===== src/rtl/snn_fsm.sv =====
// Command/spike sequencer between the HPS PIO registers and the SNN core.
// Stages a 64-bit spike vector, commits it on command, and scans it out one neuron per cycle.
module snn_fsm #(
    parameter int         DATA_W     = 32,
    parameter logic [1:0] CMD_START  = 2'd1,
    parameter logic [1:0] CMD_COMMIT = 2'd2,
    parameter logic [1:0] CMD_CLEAR  = 2'd3
) (
    input  logic              CLOCK_50,
    input  logic              rst_n,
    input  logic [DATA_W-1:0] command_in,
    input  logic              command_write,
    input  logic [DATA_W-1:0] spike_0_in,
    input  logic [DATA_W-1:0] spike_1_in,
    input  logic              spike_0_write,
    input  logic              spike_1_write,
    output logic              spike_out_valid,
    output logic [5:0]        spike_out_addr,
    output logic              busy,
    output logic              step_done,
    output logic [15:0]       step_count,
    output logic              cmd_error,
    output logic [1:0]        o_dbg_state
);

    typedef enum logic [1:0] {
        S_IDLE   = 2'd0,
        S_COMMIT = 2'd1,
        S_SCAN   = 2'd2,
        S_DONE   = 2'd3
    } state_t;

    state_t                r_state;
    logic                  r_cw_q;
    logic [2*DATA_W-1:0]   r_staged;
    logic [2*DATA_W-1:0]   r_active;
    logic [5:0]            r_idx;
    logic                  r_spk_valid;
    logic [5:0]            r_spk_addr;
    logic                  r_busy;
    logic                  r_step_done;
    logic [15:0]           r_step_count;
    logic                  r_cmd_error;

    logic                  w_cmd_pulse;
    logic [1:0]            w_code;
    logic                  w_cmd_real;

    // A held command strobe issues exactly once: only its rising edge counts.
    assign w_cmd_pulse = command_write & ~r_cw_q;
    assign w_code      = command_in[1:0];
    assign w_cmd_real  = w_cmd_pulse && (w_code != 2'd0);

    always_ff @(posedge CLOCK_50 or negedge rst_n) begin
        if (!rst_n) begin
            r_state      <= S_IDLE;
            r_cw_q       <= 1'b0;
            r_staged     <= '0;
            r_active     <= '0;
            r_idx        <= '0;
            r_spk_valid  <= 1'b0;
            r_spk_addr   <= '0;
            r_busy       <= 1'b0;
            r_step_done  <= 1'b0;
            r_step_count <= '0;
            r_cmd_error  <= 1'b0;
        end else begin
            r_cw_q      <= command_write;
            r_step_done <= 1'b0;
            r_spk_valid <= 1'b0;
            r_spk_addr  <= '0;

            if (spike_0_write) r_staged[DATA_W-1:0]        <= spike_0_in;
            if (spike_1_write) r_staged[2*DATA_W-1:DATA_W] <= spike_1_in;

            if (w_cmd_real && (r_state != S_IDLE)) r_cmd_error <= 1'b1;

            case (r_state)
                S_IDLE: begin
                    if (w_cmd_pulse) begin
                        case (w_code)
                            CMD_START: begin
                                r_state <= S_SCAN;
                                r_idx   <= '0;
                                r_busy  <= 1'b1;
                            end
                            CMD_COMMIT: begin
                                r_state <= S_COMMIT;
                                r_busy  <= 1'b1;
                            end
                            CMD_CLEAR: begin
                                // Clear overrides any spike write landing on the same edge.
                                r_staged     <= '0;
                                r_active     <= '0;
                                r_step_count <= '0;
                                r_cmd_error  <= 1'b0;
                            end
                            default: ;
                        endcase
                    end
                end
                S_COMMIT: begin
                    r_active <= r_staged;
                    r_state  <= S_IDLE;
                    r_busy   <= 1'b0;
                end
                S_SCAN: begin
                    r_spk_addr  <= r_idx;
                    r_spk_valid <= r_active[r_idx];
                    r_idx       <= r_idx + 6'd1;
                    if (r_idx == 6'd63) r_state <= S_DONE;
                end
                S_DONE: begin
                    r_step_done  <= 1'b1;
                    r_step_count <= r_step_count + 16'd1;
                    r_state      <= S_IDLE;
                    r_busy       <= 1'b0;
                end
                default: begin
                    r_state <= S_IDLE;
                    r_busy  <= 1'b0;
                end
            endcase
        end
    end

    assign spike_out_valid = r_spk_valid;
    assign spike_out_addr  = r_spk_addr;
    assign busy            = r_busy;
    assign step_done       = r_step_done;
    assign step_count      = r_step_count;
    assign cmd_error       = r_cmd_error;
    assign o_dbg_state     = r_state;

endmodule


===== config.mk =====
export PLATFORM = sky130hd
export DESIGN_NAME = snn_fsm
export DESIGN_NICKNAME = d
export VERILOG_FILES = /design/src/rtl/snn_fsm.sv
export SDC_FILE = /design/constraint.sdc
export NUM_CORES = 1
export LEC_CHECK = 0
export ABC_AREA = 0
export CAP_MARGIN = 30
export CORE_MARGIN = 8
export CORE_UTILIZATION = 54
export CTS_BUF_LIST = sky130_fd_sc_hd__clkbuf_4
export CTS_CLUSTER_DIAMETER = 50
export DETAILED_ROUTE_END_ITERATION = 12
export GPL_ROUTABILITY_DRIVEN = 0
export PLACE_DENSITY = 0.79
export SLEW_MARGIN = 20
export SYNTH_ARGS = -nofsm -noshare
export SYNTH_HDL_FRONTEND = slang
export SYNTH_SLANG_ARGS = --single-unit

===== constraint.sdc =====
create_clock -name CLOCK_50 -period 2.45 [get_ports CLOCK_50]
set_input_delay 0.49 -clock CLOCK_50 [delete_from_list [all_inputs] [get_ports CLOCK_50]]
set_output_delay 0.49 -clock CLOCK_50 [all_outputs]
set_load 0.005 [all_outputs]

==> results.py <==
metrics = {
    "grt": {
        "met2_usage_pct": 30.27,
        "use_met1_pct": 23.89,
        "grt_pass1_vias": 4807,
        "grt_overflow": 0,
        "grt.busiest_layer": "met2",
        "use_met3_pct": 4.643,
        "grt_max_degree": 71,
        "grt_pass1_wl_um": 24520,
        "antenna_found_initial": 0,
        "track_usage_pct": 18.67,
    },
    "clock_network": {
        "post_cts_buffers": 0,
        "cts_tree": "yes",
        "cts_root_buf": "clkbuf_4",
        "cts_inserted_buffers": 17,
        "cts_sinks": 163,
        "htree_levels": 4,
        "clockBufferDepth": 2,
        "clk_pin_slew_worst_paths_ps": 120,
        "clock_latency_ps": 560,
    },
    "setup_path": {
        "cp.arrival_ps": 1700,
        "crit_start": "o_dbg_state[1]",
        "crit_fanout": 9,
        "slowest_stage": "clkdlybuf4s50_1",
        "cp.required_ps": 1960,
        "max_stage_delay_ps": 580,
        "end_kind": "output port",
        "worstSetupPathDepth": 1,
        "crit_chain": "clkdlybuf4s50_1",
        "regToRegEndpoint": "spike_out_valid",
        "rr_startpoint": "r_idx[0]",
        "path_delay_family": "buffers and inverters",
        "crit_type": "register to output port",
        "path_buf_inv": 1,
        "start_kind": "register",
        "worstSetupEndpoint": "o_dbg_state[1]",
        "r2r_cells": 5,
        "rrSetupSlack_ps": 340,
    },
    "yosys": {
        "yosys_warnings": 0,
        "synth_area_leaders": "dfrtp_1 59%, mux2i_1 10%, a22o_1 8.2%",
        "synth_most_common_cell": "dfrtp_1",
        "avgSynthCellArea_um2": 12.52,
        "synth_cell_type_count": 39,
        "synth_top_family_by_area": "multiplexers",
        "yosys-mux-area-fraction_pct": 16.50,
        "ys.flop_type": "dfrtp_1",
        "syn_area_um2": 6962,
        "synthArstFlopShare_pct": 100.0,
        "synth_area_leader_cell": "dfrtp_1",
        "synth_common_cells": "163 x dfrtp_1, 81 x nor2_1, 72 x mux2i_1",
        "synthSimpleGateAreaFrac_pct": 9.436,
        "synth_adder_area_share_pct": 1.078,
        "synth_seq_cells": 163,
        "synth_top_area_share_pct": 58.59,
        "synth-edff-count": 0,
        "synth_xor_area_share_pct": 0.3774,
        "synthCells": 556,
        "seq_area_frac_synth_pct": 58.59,
        "syn_nets": 663,
        "synth-compound-area-share_pct": 11.27,
    },
    "drt": {
        "first_pass_iters": 6,
        "ant_nets": 0,
        "via_count": 4743,
        "vias_per_cell": 5.680,
        "wl_per_cell_um": 17.72,
        "drtIter0Drc": 333,
        "drc": 0,
        "wirelength_um": 14790,
    },
    "die": {
        "dieWidth_um": 129.5,
        "die_height_um": 129.5,
        "initial_utilization_pct": 55.17,
        "boundaryPins": 129,
        "die_area_um2": 16780,
        "coreArea_um2": 12620,
        "placementRows": 41,
    },
    "sta": {
        "timing.hold.ws_ps": 446.9,
        "setup_violations": 0,
        "max_slew_margin_pct": 56.37,
        "skew_ps": 11.81,
        "timing.final.crit_share_pct": 89.33,
        "slew_viol_final": 0,
        "setup-tns-final_ps": 0,
        "rsz0062_at_grt": "false",
        "final_hold_viol_count": 0,
        "fin_crit_ps": 2189,
        "fmax_ghz": 0.4569,
        "tightestPinTransition_ps": 654.5,
    },
    "final_layout": {
        "area_growth_pct": 21.98,
        "fillCellCount": 940,
        "drive_gt1_share_pct": 9.201,
        "layout.nets": 757,
        "diodes": 0,
    },
    "job": {
        "max_cap_viol_count": 0,
    },
    "place": {
        "dpl.hpwl_um": 10260,
        "port_buffers": 98,
    },
    "worst_hold_path": {
        "hp-class": "input pin to register",
    },
    "power_and_ir_drop": {
        "power.leakage_nw": 3.963,
        "max-vdd-ir-drop_uv": 436.5,
        "p_per_area_nw_per_um2": 796.4,
    },
    "status": {
        "status": "completed",
    },
}
==> timing repair <==
item / CTS / global route
setup endpoints to repair: 0 / 1
hold buffers: 1 / 0
endpoints found under the hold margin: 67 / 0
resized for setup: 0 / 1
==> cell type report <==
| cell class | count | area [um2] | share of cell area [%] |
|---|---|---|---|
| multi-input cells | 349 | 2706 | 31.87 |
| inverters | 5 | 18.77 | 0.2210 |
| clock buffers | 20 | 150.1 | 1.768 |
| repair buffers | 114 | 1182 | 13.92 |
| flip-flops and latches | 163 | 4080 | 48.05 |
| well taps | 172 | 215.2 | 2.534 |
| clock inverters | 12 | 138.9 | 1.635 |
==> worst min-delay path by stage <==
stage | from | to | slack (ps) | cells after the start
after global routing | command_write | r_cw_q | 420 | 1
after global placement | step_count[15] | step_count[15] | 470 | 1
after CTS | command_write | r_cw_q | 410 | 1
after detailed placement | r_staged[22] | r_active[22] | 480 | 1
final | command_write | r_cw_q | 450 | 1
after floorplan | rst_n | busy | 190 | 0
==> cell usage in the layout, fill, tap and decap left out, types with 4 or more instances in the layout <==
cell type        instances
a21oi_1                  9
a22o_1                  65
and2_1                   8
buf_12                   7
buf_4                    8
clkbuf_4                20
clkdlybuf4s50_1         95
clkinv_1                 4
dfrtp_1                162
ha_1                     6
inv_1                    4
mux2i_1                 72
mux4_1                   9
mux4_2                   7
nand2_1                 22
nand3_1                 13
nand3b_1                 5
nor2_1                  81
o21ai_0                 13
==> where the power goes <==
part	leakage, nW	switching (W)	internal [W]
sequential	2.09	0.000394	0.00314
combinational	1.73	0.000674	0.000959
clock	0.151	0.000874	0.000725
total	3.96	0.00194	0.00482
==> cells by family after synthesis <==
| logic type | after synthesis |
|---|---|
| fa+ha+maj | 6 |
| flops | 163 |
| xor+xnor | 3 |
| compound gates | 101 |
| mux | 91 |
| simple gates | 148 |
| buf+inv | 44 |
==> through the flow <==
stage	worst slack (ps)	cell area [um2]	cells	utilization (%)	power, W
final	261.4	8492	835	67.29	0.006763
after global routing	173.1	8492	835	67.29	0.007153
after CTS	76.37	8491	835	67.28	0.006842
after detailed placement	165.0	8192	802	64.91	0.005238
after global placement	226.6	8192	802	64.91	0.005156
after floorplan	723.2	6962	556	-	0.004502
==> metal layers <==
layer | share of wire (%) | up-vias
met3 | 4.9 | 17
met4 | 1.5 | 0
met1 | 44 | 2398
met5 | 0 | -
li1 | - | 2210
met2 | 49 | 118
==> flip-flops by register name, summed over array words and instances (netlist names) <==
signal,cells
busy,1
cmd_error,1
o_dbg_state,2
r_active,64
r_cw_q,1
r_idx,6
r_staged,64
spike_out_addr,6
spike_out_valid,1
step_count,16
step_done,1
(Power assumes the default switching activity.)
==> RTL change 1 (config.mk and constraints unchanged) <==
The parameter `DATA_W` goes from 32 to 28.
--- a/src/rtl/snn_fsm.sv
+++ b/src/rtl/snn_fsm.sv
@@ -1,7 +1,7 @@
 // Command/spike sequencer between the HPS PIO registers and the SNN core.
 // Stages a 64-bit spike vector, commits it on command, and scans it out one neuron per cycle.
 module snn_fsm #(
-    parameter int         DATA_W     = 32,
+    parameter int         DATA_W     = 28,
     parameter logic [1:0] CMD_START  = 2'd1,
     parameter logic [1:0] CMD_COMMIT = 2'd2,
     parameter logic [1:0] CMD_CLEAR  = 2'd3
Interface: changed (resized command_in, spike_0_in and spike_1_in); port bits go from 129 to 117. No check against the original RTL was run, so the function may have changed too.
==> RTL change 1 against the original RTL <==
  * Global-route usage decreased by 0.92 points
  * Clock power is 15% lower
  * Critical path type unchanged
  * Sequential power decreased by 10%
  * Setup slack lost 77 ps
  * Power is 13% lower
  * Final area decreased by 8.8%
  * Sequential share of layout area fell by 0.55 points
  * Wire length fell by 7.3%
  * Synthesized area fell by 8.2%
  * Sequential cell count down 16
==> RTL change 1: results (changes against the original RTL) <==
| Metric | Value |
|---|---|
| Worst skew pair latency | `540 ps (-20 ps)` |
| CP max-delay cell | `dfrtp_1` |
| Global-route wire length before repair | `22900 um (-6.5%)` |
| Peak supply drop | `0.439 mV (+0.66%)` |
| Dpl cell area | `7480 sq um (-8.6%)` |
| Clk pin slew, worst setup/hold paths | `120 ps (about the same)` |
| H-tree levels | `4 (unchanged)` |
| Static Leak | `3.60 nW (-9.1%)` |
| Top post-synthesis cells by area | `dfrtp_1 58%, mux2i_1 12%, a22o_1 8.1%, nor2_1 4.3%, mux4_2 2.1%` |
| DRT met1 WL | `5930 um (-9.2%)` |
| Post-Syn Nets | `622 (-6.2%)` |
| Max layer used | `met4` |
| Clk root buf | `clkbuf_4` |
| Status | `completed` |
| Share of cells above drive strength 1 | `11.4% (+2.2 points)` |
| Reg2Reg Setup Slack | `380 ps (+40 ps)` |
| Syn Area/Cell | `12.1 sq um (-3.2%)` |
| Synth warn | `0 (unchanged)` |
| Port bufs | `90 (-8.2%)` |
| Net Sw Frac | `30.6% (+1.9 points)` |
| Detailed Route WL | `13700 um (-7.3%)` |
| CTS Buffer Depth | `2 (unchanged)` |
| Routed vias/inst | `5.73 (+0.88%)` |
| Hpwl dp | `9670 um (-5.8%)` |
| Antenna diode count | `0 (unchanged)` |
| Seq/Total Area, Yosys | `57.6% (-1.0 points)` |
| Post-synthesis cell type count | `44 (+13%)` |
| Worst slew pin tran | `863 ps (+209 ps)` |
| GRT Total Usage | `17.8% (-0.92 points)` |
| Iteration count of the initial detailed-routing pass | `4 (-2)` |
| Fill cells | `879 (-6.5%)` |
| DP Cell Count | `741 (-7.6%)` |
| Clk. pwr | `0.00136 W (-15%)` |
| Critical Path Max Stage Delay | `640 ps (+60 ps)` |
| DR WL met2 | `6870 um (-6.0%)` |
| WL met3 | `783 um (+8.8%)` |
| Top Family by Delay on Critical Path | `flip-flops` |
| Vias in the first global route | `4688 (-2.5%)` |
| Wire per inst | `17.7 um (about the same)` |
| Largest net degree at the start of global routing | `57 (-20%)` |
| Iter 0 DRT Violations | `276 (-17%)` |
| Max FO, Critical Path | `9 (unchanged)` |
| Combinational power | `0.00137 W (-16%)` |
| Nets@finish | `713 (-5.8%)` |
| Arr. time, crit path | `1780 ps (+80 ps)` |
| Commonest cells post-synth | `147 x dfrtp_1, 74 x mux2i_1, 73 x nor2_1` |
| Clk_skew | `17.1 ps (+5.33 ps)` |
RTL change 1: worst paths after layout:
path,startpoint,to,cells after the start
max reg2reg,o_dbg_state[1],step_count[15],6
min,command_write,r_cw_q,1
min in group asynchronous,rst_n,step_count[9],2
min reg2reg,r_staged[4],r_active[4],1
max,o_dbg_state[1],o_dbg_state[1],1
max in group asynchronous,rst_n,r_staged[39],3
RTL change 1: layout make-up:
| type | count | share of cell area [%] |
|---|---|---|
| Tap cell | 143 | 2.31 |
| Clock inverter | 14 | 1.50 |
| Clock buffer | 18 | 1.74 |
| Multi-Input combinational cell | 333 | 32.6 |
| Sequential cell | 147 | 47.5 |
| Inverter | 10 | 0.485 |
| Timing Repair Buffer | 109 | 13.9 |
RTL change 1: stage by stage:
step                      util, %  hold WS (ps)  worst slack, ps  total power [W]
after floorplan                 -           194              560          0.00403
after global placement       65.3           477              107          0.00453
after detailed placement     65.3           476             67.6          0.00460
after CTS                    67.5           395              144          0.00596
after global routing         67.5           399              117          0.00622
final                        67.5           428              184          0.00590
RTL change 1: repair_timing:
action	4_1_cts	5_1_grt
resized for setup	0	0
hold endpoints to repair	50	0
hold buffers	1	0
setup buffers	0	0
RTL change 1: cells by family (layout without fill, tap and decap cells):
kind of cell / after synthesis / count (layout) / synth area share (%)
flip-flops: 147 / 147 / 57.6
AND/OR/NAND/NOR: 141 / 141 / 11.0
AO/OA/AOI/OAI: 95 / 95 / 11.7
multiplexers: 83 / 83 / 14.4
buffers and inverters: 47 / 151 / 3.17
XOR/XNOR: 8 / 8 / 1.10
adder cells (fa/ha/maj): 6 / 6 / 1.18
RTL change 1: per-layer routing:
layer | vias to the layer above | track usage, %
li1 | 2073 | -
met1 | 2232 | 22.3
met2 | 115 | 28.9
met3 | 15 | 4.72
met4 | 0 | 6.24
met5 | - | 0
==> RTL change 2 (same settings) <==
Made on the original files. Reset style: synchronous (`rst_n`), changed in one clocked block.
--- a/src/rtl/snn_fsm.sv
+++ b/src/rtl/snn_fsm.sv
@@ -51,7 +51,7 @@
     assign w_code      = command_in[1:0];
     assign w_cmd_real  = w_cmd_pulse && (w_code != 2'd0);
 
-    always_ff @(posedge CLOCK_50 or negedge rst_n) begin
+    always_ff @(posedge CLOCK_50) begin
         if (!rst_n) begin
             r_state      <= S_IDLE;
             r_cw_q       <= 1'b0;
Behaviour: differs if rst_n is asserted again (counterexample within 4 cycles, from zero or initial values and one cycle with rst_n low); with rst_n held inactive, the same outputs for 4 cycles.
==> RTL change 2 against the original RTL <==
  * Final area shrank 6.3%
  * Core utilization shrank 0.20 points
  * Sequential cell count is the same
  * Setup slack gained 5.3 ps
  * Synthesized area shrank 6.7%
  * Via count grew 2.6%
  * Wire length grew 1.3%
Power is not compared: it rests on default switching activity, and its combinational part moved more than twofold at a synthesized area within 25%.
==> RTL change 2: results (changes against the original RTL) <==
| Metric | Value |
|---|---|
| Adder-cell share of the synthesized area | `1.16% (+0.078 points)` |
| Antenna diode count | `0 (unchanged)` |
| Clk_skew | `14.0 ps (+2.16 ps)` |
| Seq/Total Area, Yosys | `50.3% (-8.3 points)` |
| Post-synthesis mux area share | `17.1% (+0.58 points)` |
| Wire per inst | `17.9 um (+0.95%)` |
| Arr. time, crit path | `2630 ps (+930 ps)` |
| Port bufs | `98 (unchanged)` |
| Synth warn | `0 (unchanged)` |
| GRT Total Usage | `19.4% (+0.70 points)` |
| Iteration count of the initial detailed-routing pass | `5 (-1)` |
| Xor/xnor share of the synthesized area | `1.21% (+0.84 points)` |
| Dpl cell area | `7680 sq um (-6.2%)` |
| Global-route wire length before repair | `24700 um (+0.84%)` |
| CTS Buf Count | `17 (unchanged)` |
| CP max-delay cell | `mux4_1` |
| Synth Area in Compound Gates | `14.0% (+2.7 points)` |
| Peak supply drop | `0.359 mV` |
| FFs w/ async S/R, synth | `0% (-100 points)` |
| Commonest cells post-synth | `163 x dfxtp_1, 86 x nor2_1, 74 x mux2i_1` |
| Antenna violations before repair | `0 (unchanged)` |
| Iter 0 DRT Violations | `364 (+9.3%)` |
| Post-CTS Setup Bufs | `0 (unchanged)` |
| Clk root buf | `clkbuf_4` |
| Post-synthesis cell type count | `43 (+10%)` |
| Vias in the first global route | `4986 (+3.7%)` |
| CTS Buffer Depth | `2 (unchanged)` |
| Post-Syn Nets | `696 (+5.0%)` |
| Top post-synthesis cells by area | `dfxtp_1 50%, mux2i_1 11%, o221a_2 9.7%, nor2_1 5.0%, mux4_1 3.2%` |
| Static Leak | `3.16 nW` |
| Hpwl dp | `10700 um (+4.6%)` |
| Hold/Removal Path Class | `primary input to flip-flop` |
| Worst skew pair latency | `560 ps (about the same)` |
| Share of cells above drive strength 1 | `18.7% (+9.5 points)` |
| Max FO, Critical Path | `17 (+8)` |
| Status | `completed` |
| Nets@finish | `785 (+3.7%)` |
| Largest net degree at the start of global routing | `39 (-45%)` |
| Critical Path Max Stage Delay | `620 ps (+40 ps)` |
| Slew HR | `38.0% (-18 points)` |
| Vias | `4867 (+2.6%)` |
| H-tree levels | `4 (unchanged)` |
| Top Family by Delay on Critical Path | `multiplexers` |
| Clk pin slew, worst setup/hold paths | `130 ps` |
| Final Hold Viols | `0 (unchanged)` |
[RTL change 2: cell types whose count changed after synthesis, moves of 7 or more]
cell     delta
a22o_1     -65
nand4_1     +8
nand3_1     -7
dfxtp_1   +163
and3_1      +8
o221a_2    +56
nor2b_1    +14
nand2_1    -12
dfrtp_1   -163
a22oi_1    +10
[RTL change 2: worst register-to-register path: stages, from the launching register on]
cell and delay [ps]:
dfxtp_1 460, buf_12 210, mux4_1 630, mux2i_1 170
mux2i_1 110, a2111oi_2 400, nor4_1 100
[RTL change 2: final timing paths]
| path | start | to | slack, ps | cells after the start |
|---|---|---|---|---|
| worst min register to register | r_staged[8] | r_staged[8] | 510 | 2 |
| worst max register to register | r_idx[0] | spike_out_valid | 270 | 6 |
| worst max-delay path | r_idx[0] | spike_out_valid | 270 | 6 |
| worst min-delay path | spike_1_write | r_staged[33] | 480 | 3 |
[RTL change 2: layer usage]
metal | wire length, um | track usage [%]
met1 | 6700 | 23.3
met2 | 7300 | 32.1
met3 | 688 | 5.49
met4 | 295 | 7.66
met5 | 0 | 0
[RTL change 2: through the flow]
step	hold WS, ps	utilization, %	worst slack, ps	instances	TNS, ps
after floorplan	460	-	613	589	0
after global placement	475	64.6	-190	805	-10490
after detailed placement	488	64.8	84.1	806	0
after CTS	435	67.1	34.4	838	0
after global routing	460	67.1	191	838	0
final	482	67.1	267	838	0
[RTL change 2: final cells by class]
type / count / area (sq um)
Clock buffer: 22 / 165
Clock inverter: 10 / 110
Fill cell: 945 / 3900
Inverter: 7 / 26.3
Multi-Input combinational cell: 368 / 3000
Sequential cell: 163 / 3260
Tap cell: 147 / 184
Timing Repair Buffer: 121 / 1210
[RTL change 2: logic make-up after synthesis]
family          Yosys count
fa+ha+maj                 6
buf+inv                  58
simple gates            166
flops                   163
xor+xnor                  9
compound gates           98
mux                      89
[RTL change 2: power by group]
group / switching [W] / total [W] / internal [W]
combinational: 0.000219 / 0.000516 / 0.000297
sequential: 0.0000770 / 0.00285 / 0.00278
clock: 0.000867 / 0.00152 / 0.000652
[RTL change 2: what timing repair did]
action | in CTS | in global routing
endpoints found under the setup margin | 0 | 1
gates resized for setup | 0 | 1
hold buffers | 0 | 0
